### config.mk
export PLATFORM = sky130hd
export DESIGN_NAME = pipeline_hazard_ctrl
export DESIGN_NICKNAME = d
export VERILOG_FILES = /design/src/rtl/pipeline_hazard_ctrl.sv
export SDC_FILE = /design/constraint.sdc
export NUM_CORES = 1
export LEC_CHECK = 0
export ABC_CLOCK_PERIOD_IN_PS = 7130
export BUFFER_PORTS_ARGS = -buffer_cell sky130_fd_sc_hd__buf_2
export CORE_UTILIZATION = 55
export CTS_BUF_LIST = sky130_fd_sc_hd__clkbuf_2
export DETAILED_ROUTE_END_ITERATION = 8
export PLACE_DENSITY = 0.95
export SLEW_MARGIN = 20
export SYNTH_ARGS = -nofsm -noshare
export SYNTH_HDL_FRONTEND = slang
export SYNTH_SLANG_ARGS = --single-unit
### constraint.sdc
create_clock -name clk_i -period 7.13 [get_ports clk_i]
set_clock_uncertainty 0.15 [all_clocks]
set_input_delay 1.426 -clock clk_i [delete_from_list [all_inputs] [get_ports clk_i]]
set_output_delay 1.426 -clock clk_i [all_outputs]
set_load 0.005 [all_outputs]
### src/rtl/pipeline_hazard_ctrl.sv
// Hazard/forwarding controller for the five-stage RV32I pipeline: MDU scoreboard,
// data-memory freeze, forwarding selects. Define HAZARD_PERF_CNT_EN for perf counters.
module pipeline_hazard_ctrl #(
  parameter int unsigned REG_ADDR_WIDTH = 5
`ifdef HAZARD_PERF_CNT_EN
  , parameter int unsigned CNT_WIDTH = 32
`endif
) (
  input  logic                        clk_i,
  input  logic                        reset_n_i,
  input  logic [REG_ADDR_WIDTH-1:0]   rs1_addr_id_i,
  input  logic [REG_ADDR_WIDTH-1:0]   rs2_addr_id_i,
  input  logic                        rs1_used_id_i,
  input  logic                        rs2_used_id_i,
  input  logic [REG_ADDR_WIDTH-1:0]   rd_addr_id_i,
  input  logic                        reg_write_enable_id_i,
  input  logic                        mdu_op_id_i,
  input  logic [REG_ADDR_WIDTH-1:0]   rs1_addr_ex_i,
  input  logic [REG_ADDR_WIDTH-1:0]   rs2_addr_ex_i,
  input  logic [REG_ADDR_WIDTH-1:0]   rd_addr_ex_i,
  input  logic                        load_ex_i,
  input  logic [REG_ADDR_WIDTH-1:0]   rd_addr_dm_i,
  input  logic [REG_ADDR_WIDTH-1:0]   rd_addr_wb_i,
  input  logic                        reg_write_enable_dm_i,
  input  logic                        reg_write_enable_wb_i,
  input  logic                        load_dm_i,
  input  logic                        dmem_ready_i,
  input  logic                        branch_enable_i,
  input  logic                        mdu_issue_i,
  input  logic [REG_ADDR_WIDTH-1:0]   mdu_issue_rd_i,
  input  logic                        mdu_busy_i,
  input  logic                        mdu_done_i,
  input  logic [REG_ADDR_WIDTH-1:0]   mdu_done_rd_i,
  output logic                        stall_pc_if_o,
  output logic                        stall_if_id_o,
  output logic                        stall_id_ex_o,
  output logic                        stall_ex_dm_o,
  output logic                        clear_if_id_o,
  output logic                        clear_id_ex_o,
  output logic                        clear_dm_wb_o,
  output logic [1:0]                  rs1_fwd_sel_o,
  output logic [1:0]                  rs2_fwd_sel_o,
  output logic [2**REG_ADDR_WIDTH-1:0] sb_pending_o
`ifdef HAZARD_PERF_CNT_EN
  , output logic [CNT_WIDTH-1:0]      stall_cycles_o
  , output logic [CNT_WIDTH-1:0]      flush_count_o
  , output logic [CNT_WIDTH-1:0]      mem_wait_cycles_o
`endif
);

  localparam int unsigned NUM_REGS = 2**REG_ADDR_WIDTH;

  typedef enum logic [1:0] {
    FWD_RF = 2'b00,
    FWD_DM = 2'b01,
    FWD_WB = 2'b10
  } fwd_sel_e;

  logic [NUM_REGS-1:0] pending_q, pending_d;
  logic [NUM_REGS-1:0] issue_mask, done_mask;
  logic                mem_stall, load_use, sb_stall;
  logic                prio_branch, prio_hazard;
  fwd_sel_e            rs1_fwd, rs2_fwd;

  // Done clears first, issue sets afterwards so a same-cycle issue+done keeps the bit.
  always_comb begin
    issue_mask = '0;
    done_mask  = '0;
    if (mdu_issue_i) issue_mask[mdu_issue_rd_i] = 1'b1;
    if (mdu_done_i)  done_mask[mdu_done_rd_i]   = 1'b1;
    pending_d    = (pending_q & ~done_mask) | issue_mask;
    pending_d[0] = 1'b0;
  end

  always_ff @(posedge clk_i or negedge reset_n_i) begin
    if (!reset_n_i) pending_q <= '0;
    else            pending_q <= pending_d;
  end

  assign sb_pending_o = pending_q;

  function automatic fwd_sel_e fwd_sel(input logic [REG_ADDR_WIDTH-1:0] src,
                                       input logic [REG_ADDR_WIDTH-1:0] rd_dm,
                                       input logic [REG_ADDR_WIDTH-1:0] rd_wb,
                                       input logic we_dm, input logic we_wb);
    if (src == '0)                 return FWD_RF;
    else if (we_dm && src == rd_dm) return FWD_DM;
    else if (we_wb && src == rd_wb) return FWD_WB;
    else                            return FWD_RF;
  endfunction

  assign rs1_fwd = fwd_sel(rs1_addr_ex_i, rd_addr_dm_i, rd_addr_wb_i,
                           reg_write_enable_dm_i, reg_write_enable_wb_i);
  assign rs2_fwd = fwd_sel(rs2_addr_ex_i, rd_addr_dm_i, rd_addr_wb_i,
                           reg_write_enable_dm_i, reg_write_enable_wb_i);
  assign rs1_fwd_sel_o = reset_n_i ? rs1_fwd : FWD_RF;
  assign rs2_fwd_sel_o = reset_n_i ? rs2_fwd : FWD_RF;

  assign mem_stall = load_dm_i && !dmem_ready_i;
  assign load_use  = load_ex_i && (rd_addr_ex_i != '0) &&
                     ((rs1_used_id_i && rs1_addr_id_i == rd_addr_ex_i) ||
                      (rs2_used_id_i && rs2_addr_id_i == rd_addr_ex_i));
  assign sb_stall  = (rs1_used_id_i && pending_q[rs1_addr_id_i]) ||
                     (rs2_used_id_i && pending_q[rs2_addr_id_i]) ||
                     (reg_write_enable_id_i && pending_q[rd_addr_id_i]) ||
                     (mdu_op_id_i && mdu_busy_i);

  always_comb begin
    stall_pc_if_o = 1'b0;
    stall_if_id_o = 1'b0;
    stall_id_ex_o = 1'b0;
    stall_ex_dm_o = 1'b0;
    clear_if_id_o = 1'b0;
    clear_id_ex_o = 1'b0;
    clear_dm_wb_o = 1'b0;
    prio_branch   = 1'b0;
    prio_hazard   = 1'b0;
    if (!reset_n_i) begin
      prio_branch = 1'b0;
    end else if (mem_stall) begin
      stall_pc_if_o = 1'b1;
      stall_if_id_o = 1'b1;
      stall_id_ex_o = 1'b1;
      stall_ex_dm_o = 1'b1;
      clear_dm_wb_o = 1'b1;
    end else if (branch_enable_i) begin
      prio_branch   = 1'b1;
      clear_if_id_o = 1'b1;
      clear_id_ex_o = 1'b1;
    end else if (load_use || sb_stall) begin
      prio_hazard   = 1'b1;
      stall_pc_if_o = 1'b1;
      stall_if_id_o = 1'b1;
      clear_id_ex_o = 1'b1;
    end
  end

`ifdef HAZARD_PERF_CNT_EN
  logic [CNT_WIDTH-1:0] stall_cnt_q, flush_cnt_q, memw_cnt_q;

  always_ff @(posedge clk_i or negedge reset_n_i) begin
    if (!reset_n_i) begin
      stall_cnt_q <= '0;
      flush_cnt_q <= '0;
      memw_cnt_q  <= '0;
    end else begin
      if (prio_hazard && stall_cnt_q != '1) stall_cnt_q <= stall_cnt_q + CNT_WIDTH'(1);
      if (prio_branch && flush_cnt_q != '1) flush_cnt_q <= flush_cnt_q + CNT_WIDTH'(1);
      if (mem_stall   && memw_cnt_q  != '1) memw_cnt_q  <= memw_cnt_q  + CNT_WIDTH'(1);
    end
  end

  assign stall_cycles_o    = stall_cnt_q;
  assign flush_count_o     = flush_cnt_q;
  assign mem_wait_cycles_o = memw_cnt_q;
`endif

endmodule

==> results.tsv <==
metric	value	unit
CTS tree	built	
CTS H-tree lvls	2	
Internal	0.000372	W
Initial DRT Pass Iterations	5	
HP Start	sb_pending_o[19]	
R2R Path Start	sb_pending_o[13]	
Worst setup EP type	output pin	
Via density	6.32	
cts bufs inserted	5	
post-route non-filler standard cell count	448	
achievable frequency	0.206	GHz
Die Y-Extent	71.9	µm
Simple-Gate Fraction of Synth Area	17.9	%
antenna violations before repair	0	
io pins	108	
synth unique cells	42	
GPL Wtd Cong	0.860	
worst path buffer plus inverter count	2	
Clock power frac	13.3	%
HPWL after DPL	6100	µm
Crit path largest cell delay	610	ps
XOR/XNOR share of the synthesized area	9.78	%
slew at the pin closest to its max-slew limit	788	ps
Diodes inserted	0	
relative max-transition margin	47.5	%
Sw Share	39.0	%
DP Cell Count	440	
Tmin final	4850	ps
worst hold stages	2	
number of global-route vias before repair	2633	
post-synthesis mux area share	20.9	%
leakage	1.46	nW
CTS Hold Bufs	0	
Final Hold Vio Count	0	
Synth-to-Final Area Change	20.4	%
final setup vio count	0	
die area	5170	µm²
FF+latch count, synth	31	
post-synth top area cell	dfrtp_1	
Syn Std Cell Area	2690	µm²
largest net degree at the start of global routing	37	
pre-CTS WS	2310	ps
sequential power share	46.3	%
adder-cell area share of the yosys netlist	0	%
initial core utilization	56.9	%
PD cells	189	nW/µm²
die width	71.9	µm
Slew Viols, Final	0	
Total Power	0.000610	W
TritonCTS Sinks	31	
syn nets	345	
Top Family by Delay on Critical Path	multiplexers	
synth warn	0	
first-pass GRT wire length	12400	µm
Max Buffers Root-to-Sink	2	
Final WS setup	2280	ps
Worst EP required	5550	ps
EDFF count, synth	0	
RSZ-0062 raised after global routing	false	
final core utilization	68.5	%
clk root buf	clkbuf_2	
ANT nets after route	0	
Psw	0.000238	W
R2R Path End	sb_pending_o[13]	
Peak VDD IR	135	µV
drt wl/cell	18.0	µm
complex-gate fraction of the synthesized area	17.8	%
Gate Count Post-Synth	280	
Hold Path Class	reg -> reg	
Vias	2833	
sequential share of the synthesized area	28.9	%
outcome	finished, final reports clean	
fin crit share	68.1	%
largest family of logic cells by synthesized area	multiplexers	
share of layout cells above drive strength 1	36.0	%
max_cap viols	0	
final net count	445	
Core ar.	4720	µm²
Main synth FF type	dfrtp_1	
num rows	25	
hold endpoint	sb_pending_o[19]	
Synth async-reset ratio	100	%
Synth area leaders	dfrtp_1 29%, o21ai_0 12%, mux4_2 11%, mux2i_1 6.3%, xor2_1 5.5%	
slowest CP cell	mux4_1	
global-route usage over all layers	31.3	%
Post-route DRC	0	
post-synth top area share	28.9	%
crit path max fanout	11	
IO buf count	106	
Post CTS Setup Buffer Count	0	
Post-CTS Resized	0	
power share of the combinational group	40.5	%
most used cell along the critical path	buf_2	
sequence of cells on the critical path	buf_2 > mux4_1 > mux2i_1 > nand3b_1 > and4_1 > nor3b_1 > a221oi_2 > buf_2	
Starting DRT DRC Count	282	
most frequent cells in the layout	106 x buf_2, 63 x o21ai_0, 31 x dfrtp_1, 17 x xor2_1, 17 x mux2i_1	
most common cell after layout, fill and taps aside	buf_2	
CP Class	in -> out	
grt total ovfl	0	
max reg flops	31	
clk_lat worst skew	360	ps
WL final	8040	µm
clock slew at reported path FFs	150	ps
CP startpoint kind	input pin	
final setup TNS	0	ps
CP arrival	3280	ps
worst reg2reg path depth	2	
R2R setup slack	6140	ps
Avg Synthesized Cell Area	9.59	µm²
[layout make-up]
class | instances | area (µm²)
Multi-Input combinational cell | 231 | 1790
Fill cell | 346 | 1490
Sequential cell | 31 | 776
Timing Repair Buffer | 106 | 531
Tap cell | 67 | 83.8
Clock buffer | 6 | 30.0
Inverter | 5 | 18.8
Clock inverter | 2 | 7.51
[synthesized netlist by cell type, types with 5 or more instances]
cell type and number:
xnor2_1 13, o21ai_0 63, inv_1 5, nand3b_1 15, mux4_2 13, nor4_1 6, buf_4 5, mux2i_1 17
nor2_1 12, nand3_1 9, nand2_1 13, xor2_1 17, dfrtp_1 31
[metrics by stage]
step | cell area (µm²) | hold slack, ps
after floorplan | 2690 | 392
after global placement | 3200 | 426
after detailed placement | 3200 | 428
after CTS | 3230 | 462
after global routing | 3230 | 509
final | 3230 | 474
[cell families after synthesis]
family,count (synthesis)
AO/OA/AOI/OAI,82
AND/OR/NAND/NOR,82
multiplexers,36
flip-flops,31
XOR/XNOR,30
buffers and inverters,18
other,1
[power groups by stage]
stage / combinational [W] / sequential (W) / clock (W)
after global placement: 0.000235 / 0.000276 / 0
after floorplan: 0.000144 / 0.000262 / 0
final: 0.000247 / 0.000282 / 0.0000808
after global routing: 0.000270 / 0.000287 / 0.0000894
after detailed placement: 0.000245 / 0.000282 / 0
after CTS: 0.000246 / 0.000279 / 0.0000822
[worst reg2reg max path, stage by stage (launching register included)]
cell and delay (ps):
dfrtp_1 480, o21ai_0 110, o21ai_0 130
[routing by layer]
layer	GRT usage, %	wire, µm
met1	39.8	3220
met2	52.2	3930
met3	4.08	635
met4	16.8	261
met5	0	0
[how the worst max path moves through the flow]
stage / cells past startpoint / slack (ps) / end / from
2_1_floorplan: 8 / 2570 / stall_pc_if_o / rs2_addr_id_i[1]
3_3_place_gp: 8 / 2360 / stall_pc_if_o / rd_addr_id_i[1]
3_5_place_dp: 8 / 2310 / stall_pc_if_o / rd_addr_id_i[1]
4_1_cts: 8 / 2300 / stall_pc_if_o / rd_addr_id_i[1]
5_1_grt: 8 / 2070 / stall_if_id_o / rd_addr_id_i[1]
6_report: 8 / 2280 / stall_pc_if_o / rd_addr_id_i[1]
Power figures use the tool's default switching activity.
